<file path="src/rtl/div_arb_pkg.sv">
// div_arb_pkg: shared definitions for the divider-sharing arbiter.
//   DATA_W       operand / result width
//   DZ_QUOTIENT  quotient reported for a zero divisor
//   state_e      controller states with fixed encodings
//   is_zero      helper used for the divide-by-zero short-circuit
package div_arb_pkg;

    localparam int DATA_W = 32;
    localparam logic [DATA_W-1:0] DZ_QUOTIENT = 32'hFFFF_FFFF;

    // Fixed encodings kept as plain constants so older tooling and
    // debug scripts can decode the state register directly.
    localparam logic [1:0] IDLE_ENC = 2'd0;
    localparam logic [1:0] LOAD_ENC = 2'd1;
    localparam logic [1:0] BUSY_ENC = 2'd2;
    localparam logic [1:0] DONE_ENC = 2'd3;

    typedef enum logic [1:0] {
        IDLE = IDLE_ENC,
        LOAD = LOAD_ENC,
        BUSY = BUSY_ENC,
        DONE = DONE_ENC
    } state_e;

    function automatic logic is_zero(input logic [DATA_W-1:0] v);
        return (v == {DATA_W{1'b0}});
    endfunction

endpackage

</file>
<file path="src/rtl/division_arbiter_rr_arbiter.sv">
// rr_arbiter: combinational round-robin pick.
//   req    request vector, bit i = requester i
//   ptr    index with the highest priority this cycle
//   grant  one-hot of the first set req bit at or above ptr (with wrap)
//   idx    binary index of the granted requester (0 when none)
module rr_arbiter #(
    parameter int NUM_REQ = 4,
    localparam int IDX_W = $clog2(NUM_REQ)
) (
    input  logic [NUM_REQ-1:0] req,
    input  logic [IDX_W-1:0]   ptr,
    output logic [NUM_REQ-1:0] grant,
    output logic [IDX_W-1:0]   idx
);

    // Walk the requesters starting at ptr; the first hit wins and masks the rest.
    always_comb begin
        int   cand;
        logic found;
        logic hit;
        grant = '0;
        idx   = '0;
        found = 1'b0;
        hit   = 1'b0;
        cand  = 0;
        for (int k = 0; k < NUM_REQ; k++) begin
            cand        = int'(ptr) + k;
            cand        = (cand >= NUM_REQ) ? (cand - NUM_REQ) : cand;
            hit         = !found && req[cand];
            grant[cand] = grant[cand] | hit;
            idx         = hit ? cand[IDX_W-1:0] : idx;
            found       = found | hit;
        end
    end

endmodule

</file>
<file path="src/rtl/division_arbiter.sv">
// division_arbiter: shares one iterative divider between NUM_REQ requesters.
//   clock, reset_n        rising-edge clock, synchronous active-low reset
//   req_valid/req_ready   per-requester handshake (req_ready one-hot, IDLE only)
//   req_a, req_b          packed operands, slice i belongs to requester i
//   resp_valid/resp_ready result handshake; resp_id/q/r/dz held until accepted
//   div_start             one-cycle start pulse to the external divider
//   div_a, div_b          operands, stable from grant until the next grant
//   div_q, div_r          divider results, valid DIV_LATENCY edges after start
module division_arbiter
    import div_arb_pkg::*;
#(
    parameter int NUM_REQ     = 4,
    parameter int DIV_LATENCY = 32,
    localparam int IDX_W      = $clog2(NUM_REQ)
) (
    input  logic                      clock,
    input  logic                      reset_n,
    input  logic [NUM_REQ-1:0]        req_valid,
    input  logic [DATA_W*NUM_REQ-1:0] req_a,
    input  logic [DATA_W*NUM_REQ-1:0] req_b,
    output logic [NUM_REQ-1:0]        req_ready,
    output logic                      resp_valid,
    input  logic                      resp_ready,
    output logic [IDX_W-1:0]          resp_id,
    output logic [DATA_W-1:0]         resp_q,
    output logic [DATA_W-1:0]         resp_r,
    output logic                      resp_dz,
    output logic                      div_start,
    output logic [DATA_W-1:0]         div_a,
    output logic [DATA_W-1:0]         div_b,
    input  logic [DATA_W-1:0]         div_q,
    input  logic [DATA_W-1:0]         div_r
);

    localparam int CNT_W = (DIV_LATENCY > 1) ? $clog2(DIV_LATENCY) : 1;
    localparam logic [CNT_W-1:0] CNT_LAST = CNT_W'(DIV_LATENCY - 1);
    localparam logic [IDX_W-1:0] IDX_LAST = IDX_W'(NUM_REQ - 1);

    state_e              state_r;
    logic [IDX_W-1:0]    ptr_r;
    logic [CNT_W-1:0]    cnt_r;
    logic                resp_valid_r;
    logic [IDX_W-1:0]    resp_id_r;
    logic [DATA_W-1:0]   resp_q_r;
    logic [DATA_W-1:0]   resp_r_r;
    logic                resp_dz_r;
    logic                div_start_r;
    logic [DATA_W-1:0]   div_a_r;
    logic [DATA_W-1:0]   div_b_r;

    logic [NUM_REQ-1:0]  grant_s;
    logic [IDX_W-1:0]    gidx_s;
    logic                hs_s;
    logic [DATA_W-1:0]   sel_a_s;
    logic [DATA_W-1:0]   sel_b_s;
    logic [IDX_W-1:0]    ptr_next_s;

    rr_arbiter #(.NUM_REQ(NUM_REQ)) u_rr (
        .req   (req_valid),
        .ptr   (ptr_r),
        .grant (grant_s),
        .idx   (gidx_s)
    );

    // Grants are offered only while idle and never while reset is held.
    always_comb begin
        if (reset_n && (state_r == IDLE)) begin
            req_ready = grant_s;
        end else begin
            req_ready = '0;
        end
    end

    assign hs_s       = |(req_valid & req_ready);
    assign ptr_next_s = (gidx_s == IDX_LAST) ? {IDX_W{1'b0}} : (gidx_s + IDX_W'(1));

    // Operand mux for the granted requester.
    always_comb begin
        sel_a_s = '0;
        sel_b_s = '0;
        for (int i = 0; i < NUM_REQ; i++) begin
            sel_a_s = (gidx_s == IDX_W'(i)) ? req_a[i*DATA_W +: DATA_W] : sel_a_s;
            sel_b_s = (gidx_s == IDX_W'(i)) ? req_b[i*DATA_W +: DATA_W] : sel_b_s;
        end
    end

    // Controller: grant, start pulse, latency count, capture, result hold.
    always_ff @(posedge clock) begin
        if (!reset_n) begin
            state_r      <= IDLE;
            ptr_r        <= '0;
            cnt_r        <= '0;
            resp_valid_r <= 1'b0;
            resp_id_r    <= '0;
            resp_q_r     <= '0;
            resp_r_r     <= '0;
            resp_dz_r    <= 1'b0;
            div_start_r  <= 1'b0;
            div_a_r      <= '0;
            div_b_r      <= '0;
        end else begin
            case (state_r)
                IDLE: begin
                    if (hs_s) begin
                        div_a_r   <= sel_a_s;
                        div_b_r   <= sel_b_s;
                        resp_id_r <= gidx_s;
                        ptr_r     <= ptr_next_s;
                        if (is_zero(sel_b_s)) begin
                            // Zero divisor never touches the divider.
                            resp_q_r     <= DZ_QUOTIENT;
                            resp_r_r     <= sel_a_s;
                            resp_dz_r    <= 1'b1;
                            resp_valid_r <= 1'b1;
                            state_r      <= DONE;
                        end else begin
                            div_start_r <= 1'b1;
                            state_r     <= LOAD;
                        end
                    end
                end
                LOAD: begin
                    div_start_r <= 1'b0;
                    cnt_r       <= '0;
                    state_r     <= BUSY;
                end
                BUSY: begin
                    // cnt_r == CNT_LAST on the DIV_LATENCY-th edge after start.
                    if (cnt_r == CNT_LAST) begin
                        resp_q_r     <= div_q;
                        resp_r_r     <= div_r;
                        resp_dz_r    <= 1'b0;
                        resp_valid_r <= 1'b1;
                        state_r      <= DONE;
                    end else begin
                        cnt_r <= cnt_r + CNT_W'(1);
                    end
                end
                DONE: begin
                    if (resp_ready) begin
                        resp_valid_r <= 1'b0;
                        state_r      <= IDLE;
                    end
                end
                default: begin
                    state_r      <= IDLE;
                    div_start_r  <= 1'b0;
                    resp_valid_r <= 1'b0;
                end
            endcase
        end
    end

    assign resp_valid = resp_valid_r;
    assign resp_id    = resp_id_r;
    assign resp_q     = resp_q_r;
    assign resp_r     = resp_r_r;
    assign resp_dz    = resp_dz_r;
    assign div_start  = div_start_r;
    assign div_a      = div_a_r;
    assign div_b      = div_b_r;

endmodule

</file>
<file path="config.mk">
export PLATFORM = sky130hd
export DESIGN_NAME = division_arbiter
export DESIGN_NICKNAME = d
export VERILOG_FILES = /design/src/rtl/div_arb_pkg.sv /design/src/rtl/division_arbiter_rr_arbiter.sv /design/src/rtl/division_arbiter.sv
export SDC_FILE = /design/constraint.sdc
export NUM_CORES = 1
export LEC_CHECK = 0
export ABC_AREA = 1
export CORE_MARGIN = 10
export CORE_UTILIZATION = 32
export DETAILED_ROUTE_END_ITERATION = 10
export PLACE_DENSITY = 0.67
export SLEW_MARGIN = 20
export SYNTH_ARGS = -nofsm -noshare
export SYNTH_HDL_FRONTEND = slang
export SYNTH_SLANG_ARGS = --single-unit
</file>
<file path="constraint.sdc">
create_clock -name clock -period 5.6 [get_ports clock]
set_input_delay 0.84 -clock clock [delete_from_list [all_inputs] [get_ports clock]]
set_output_delay 0.84 -clock clock [all_outputs]
set_load 0.01 [all_outputs]
</file>
==> results.tsv <==
stage	metric	value	unit
power_and_ir_drop	power_leakage	5.652	nW
timing	maxSlewHeadroom	0.2731	
placed_design	detailed_place_hpwl	33350	µm
yosys	yosysUniqueCellTypes	35	
yosys	synth-edff-count	0	
route	drt_pre_antenna_iters	5	
route	drt_iter0_drc	821	
yosys	synthesis.nets	1737	
setup_path	reg2regPathDepth	21	
clocking	inserted_clock_buffers	17	
yosys	synthesis.area	8772	µm²
setup_path	crit_chain	inv_1, ha_1, nand2_1, o21ai_2, nor2_1, o2111ai_1, o21ai_0, buf_4, ha_2, inv_2, buf_12, o21ai_0, nand4_1, nor4_2, nand3_1, o21ai_4, nand3_4, buf_12, nand2_1, nand2_1, nor2_1	
timing	timing.final.crit_period	5.017	ns
timing	final_max_slew_viols	0	
yosys	synth_largest_area_cell	dfxtp_1	
final_layout	area_growth_syn_to_layout	62.66	%
grt	globalRouteMet1Util	0.2692	
route	route.detailed.drc	0	
placed_design	gp_congestion	0.9179	
clocking	cts-root-to-sink-buffers	2	
route	route.detailed.wl_per_inst	19.84	µm
timing	achievable-frequency	199.3	MHz
setup_path	worst-r2r-setup-slack	0.58	ns
route	drt.antenna.violating_nets	0	
worst_hold_path	min-delay-start	cnt_r[4]$_SDFFE_PN0P_	
clocking	worst_skew_pair.late_latency	0.42	ns
floorplan	design.die.area	34440	µm²
placed_design	place_worst_setup_slack	-0.01572	ns
grt	gr-max-usage-layer	met2	
setup_path	cpPeakStageDelay	0.62	ns
floorplan	floorplan.core_area	26950	µm²
clocking	cts_tree	done	
timing	final.period_utilization	0.8960	
yosys	async_flop_share	0	
setup_path	required_time_worst_endpoint	5.95	ns
final_layout	final_layout_size_suffix_gt1_frac	0.08549	
job	drv.max_cap_violation_count	0	
clocking	cts.sink_count	142	
setup_path	setup_crit_path_kind	reg -> reg	
final_layout	final_nets	2142	
timing	setup_violators_final	0	
timing	timing.hold.ws	0.4686	ns
power_and_ir_drop	report.power.total	7.563	mW
grt	grt_first_pass_wirelength	62750	µm
grt	antenna_found_initial	7	
grt	grt_start_max_net_pins	106	
yosys	post_synth_main_area_contributors	dfxtp_1, nand2_1, o21ai_0, a21oi_1, nor2_1	
floorplan	boundaryPins	464	
final_layout	final_core_utilization	0.5294	
setup_path	critical-path-top-delay-family	simple AND/OR/NAND/NOR gates	
setup_path	timing.critical_path.from_type	register	
yosys	post-synth-top-count-cell	nand2_1	
grt	via_count_of_the_first_global_routing_pass	10670	
setup_path	arrival	5.37	ns
worst_hold_path	hold_crit_endpoint	cnt_r[4]$_SDFFE_PN0P_	
timing	timing.clock.skew	0.01567	ns
route	routed-via-count	10700	
final_layout	final_cells	2161	
yosys	commonest_cells_in_the_synthesized_netlist	nand2_1, o21ai_0, a21oi_1	
floorplan	placementRows	60	
setup_path	top_fanout_value_on_the_critical_path	53	
setup_path	critical-path-top-cell-by-count	nand2_1	
yosys	post_synth_inst_count	1395	
power_and_ir_drop	power-per-cell-area	530.1	nW/µm²
clocking	cts_max_level	4	
yosys	synth_top_area_share	0.3241	
floorplan	initial_utilization	0.3255	
route	wl	42880	µm
timing	worst_pin_slew	1.090	ns
worst_hold_path	timing.hold.worst_path_depth	2	
yosys	synth.avg_cell_area	6.288	µm²
placed_design	port_buffers	463	
yosys	prevailing_post_synth_register_cell	dfxtp_1	
power_and_ir_drop	irDropWorstVdd	280.0	µV
floorplan	floorplan.die.width	185.6	µm
timing	finalHoldViolCount	0	
setup_path	worst_r2r_endpoint	resp_q[3]$_SDFFE_PN0P_	
grt	global_route.usage.met2	0.4085	
grt	global_route_usage_sum	0.2377	
floorplan	dieHeight	185.6	µm
setup_path	crit_path_end_kind	register	
setup_path	worst_r2r_startpoint	ptr_r[1]$_SDFFE_PN0P_	
status	outcome	finished clean	
setup_path	worst_path_max_delay_cell	o21ai_0	
route	via_per_inst	4.953	
worst_hold_path	hold_class	reg -> reg	
placed_design	numPlacedInstances	2122	
setup_path	cp.buffers_inverters	5	
yosys	ys_ff_latch	142	
clocking	cts.root.buffer_cell	clkbuf_16	
grt	grt.overflow.total	0	
clocking	clk_transition_reported_paths	0.06	ns
yosys	ys_seq_area_frac	0.3241	
timing	rsz0062_at_grt	no	
grt	globalRouteMet3Util	0.06648	
yosys	synth_warnings	0	
timing	final.setup.worst_slack	0.5826	ns
==> layout make-up <==
class,instances,area (µm²)
multi-input cells,1048,5089
well taps,341,426.7
flip-flops and latches,142,2843
clock buffers,19,442.9
clock inverters,13,153.9
fillers,2668,12680
repair buffers,489,4906
diodes,7,17.52
inverters,102,390.4
==> what timing repair did <==
item	CTS	global route
setup buffers	0	0
gates resized for setup	0	4
hold buffers	0	0
endpoints found under the setup margin	0	66
==> routing by layer <==
| layer | part of all wire | wire length (µm) |
|---|---|---|
| met5 | 0.00028 | 12 |
| met4 | 0.033 | 1396 |
| met3 | 0.076 | 3248 |
| met2 | 0.50 | 21350 |
| met1 | 0.39 | 16870 |
==> worst register-to-register path: stages, from the launching register on <==
cell	delay [ns]
dfxtp_1	0.52
inv_1	0.21
ha_1	0.44
nand2_1	0.13
o21ai_2	0.07
nor2_1	0.20
o2111ai_1	0.20
o21ai_0	0.21
buf_4	0.17
ha_2	0.24
inv_2	0.14
buf_12	0.22
o21ai_0	0.66
nand4_1	0.19
nor4_2	0.38
nand3_1	0.22
o21ai_4	0.14
nand3_4	0.15
buf_12	0.21
nand2_1	0.09
nand2_1	0.04
nor2_1	0.13
==> kinds of logic (layout without fill, tap and decap cells) <==
kind of cell    count (synthesis)  in the layout  synth area share
simple gates                  614            614            0.2950
flops                         142            142            0.3241
compound gates                419            419            0.2576
fa+ha+maj                      15             15           0.02139
buf+inv                       205            623            0.1020
other cells                     0              7                 0
==> layout by cell type, fill, tap and decap left out, types with 2 or more instances in the layout <==
| cell | count |
|---|---|
| clkdlybuf4s50_1 | 462 |
| nand2_1 | 371 |
| o21ai_0 | 203 |
| a21oi_1 | 171 |
| dfxtp_1 | 142 |
| nor2_1 | 111 |
| inv_1 | 97 |
| nand3_1 | 71 |
| nand2_2 | 39 |
| a21oi_2 | 33 |
| buf_4 | 20 |
| clkbuf_16 | 17 |
| ha_1 | 10 |
| nand4_1 | 9 |
| diode_2 | 7 |
| buf_12 | 6 |
| inv_6 | 5 |
| nand3_2 | 4 |
| ha_2 | 4 |
| clkinvlp_4 | 4 |
| o21ai_1 | 3 |
| nand2_4 | 2 |
| clkinv_2 | 2 |
| inv_2 | 2 |
| nor4_2 | 2 |
| clkinv_4 | 2 |
| bufinv_16 | 2 |
==> stage by stage <==
step	setup TNS, ns	instance area [µm²]
floorplan	0	8772
global placement	0	13640
detailed placement	-0.06353	13640
CTS	0	14230
global route	0	14270
finish	0	14270
==> how the worst max path moves through the flow <==
stage          cells past startpoint                      end                   from
6_report                          21   resp_q[3]$_SDFFE_PN0P_  ptr_r[1]$_SDFFE_PN0P_
2_1_floorplan                     26  resp_q[15]$_SDFFE_PN0P_           req_valid[3]
5_1_grt                           24  resp_q[16]$_SDFFE_PN0P_  ptr_r[1]$_SDFFE_PN0P_
4_1_cts                           18   resp_r[7]$_SDFFE_PN0P_  ptr_r[1]$_SDFFE_PN0P_
3_3_place_gp                      19  resp_r[11]$_SDFFE_PN0P_           req_valid[3]
3_5_place_dp                      19  resp_r[25]$_SDFFE_PN0P_           req_valid[3]
==> power by group <==
part           total [mW]  switching (mW)  internal, mW
Combinational        5.06            3.31          1.75
Clock                1.16           0.486         0.679
Sequential           1.34           0.116          1.23
Total                7.56            3.91          3.65
==> flip-flops by register name, summed over array words and instances (netlist names) <==
name	cells
state_r	2
resp_r	32
resp_q	32
div_b	32
div_a	32
ptr_r	2
resp_dz	1
resp_valid	1
div_start	1
cnt_r	5
resp_id	2
(Power assumes the default switching activity.)
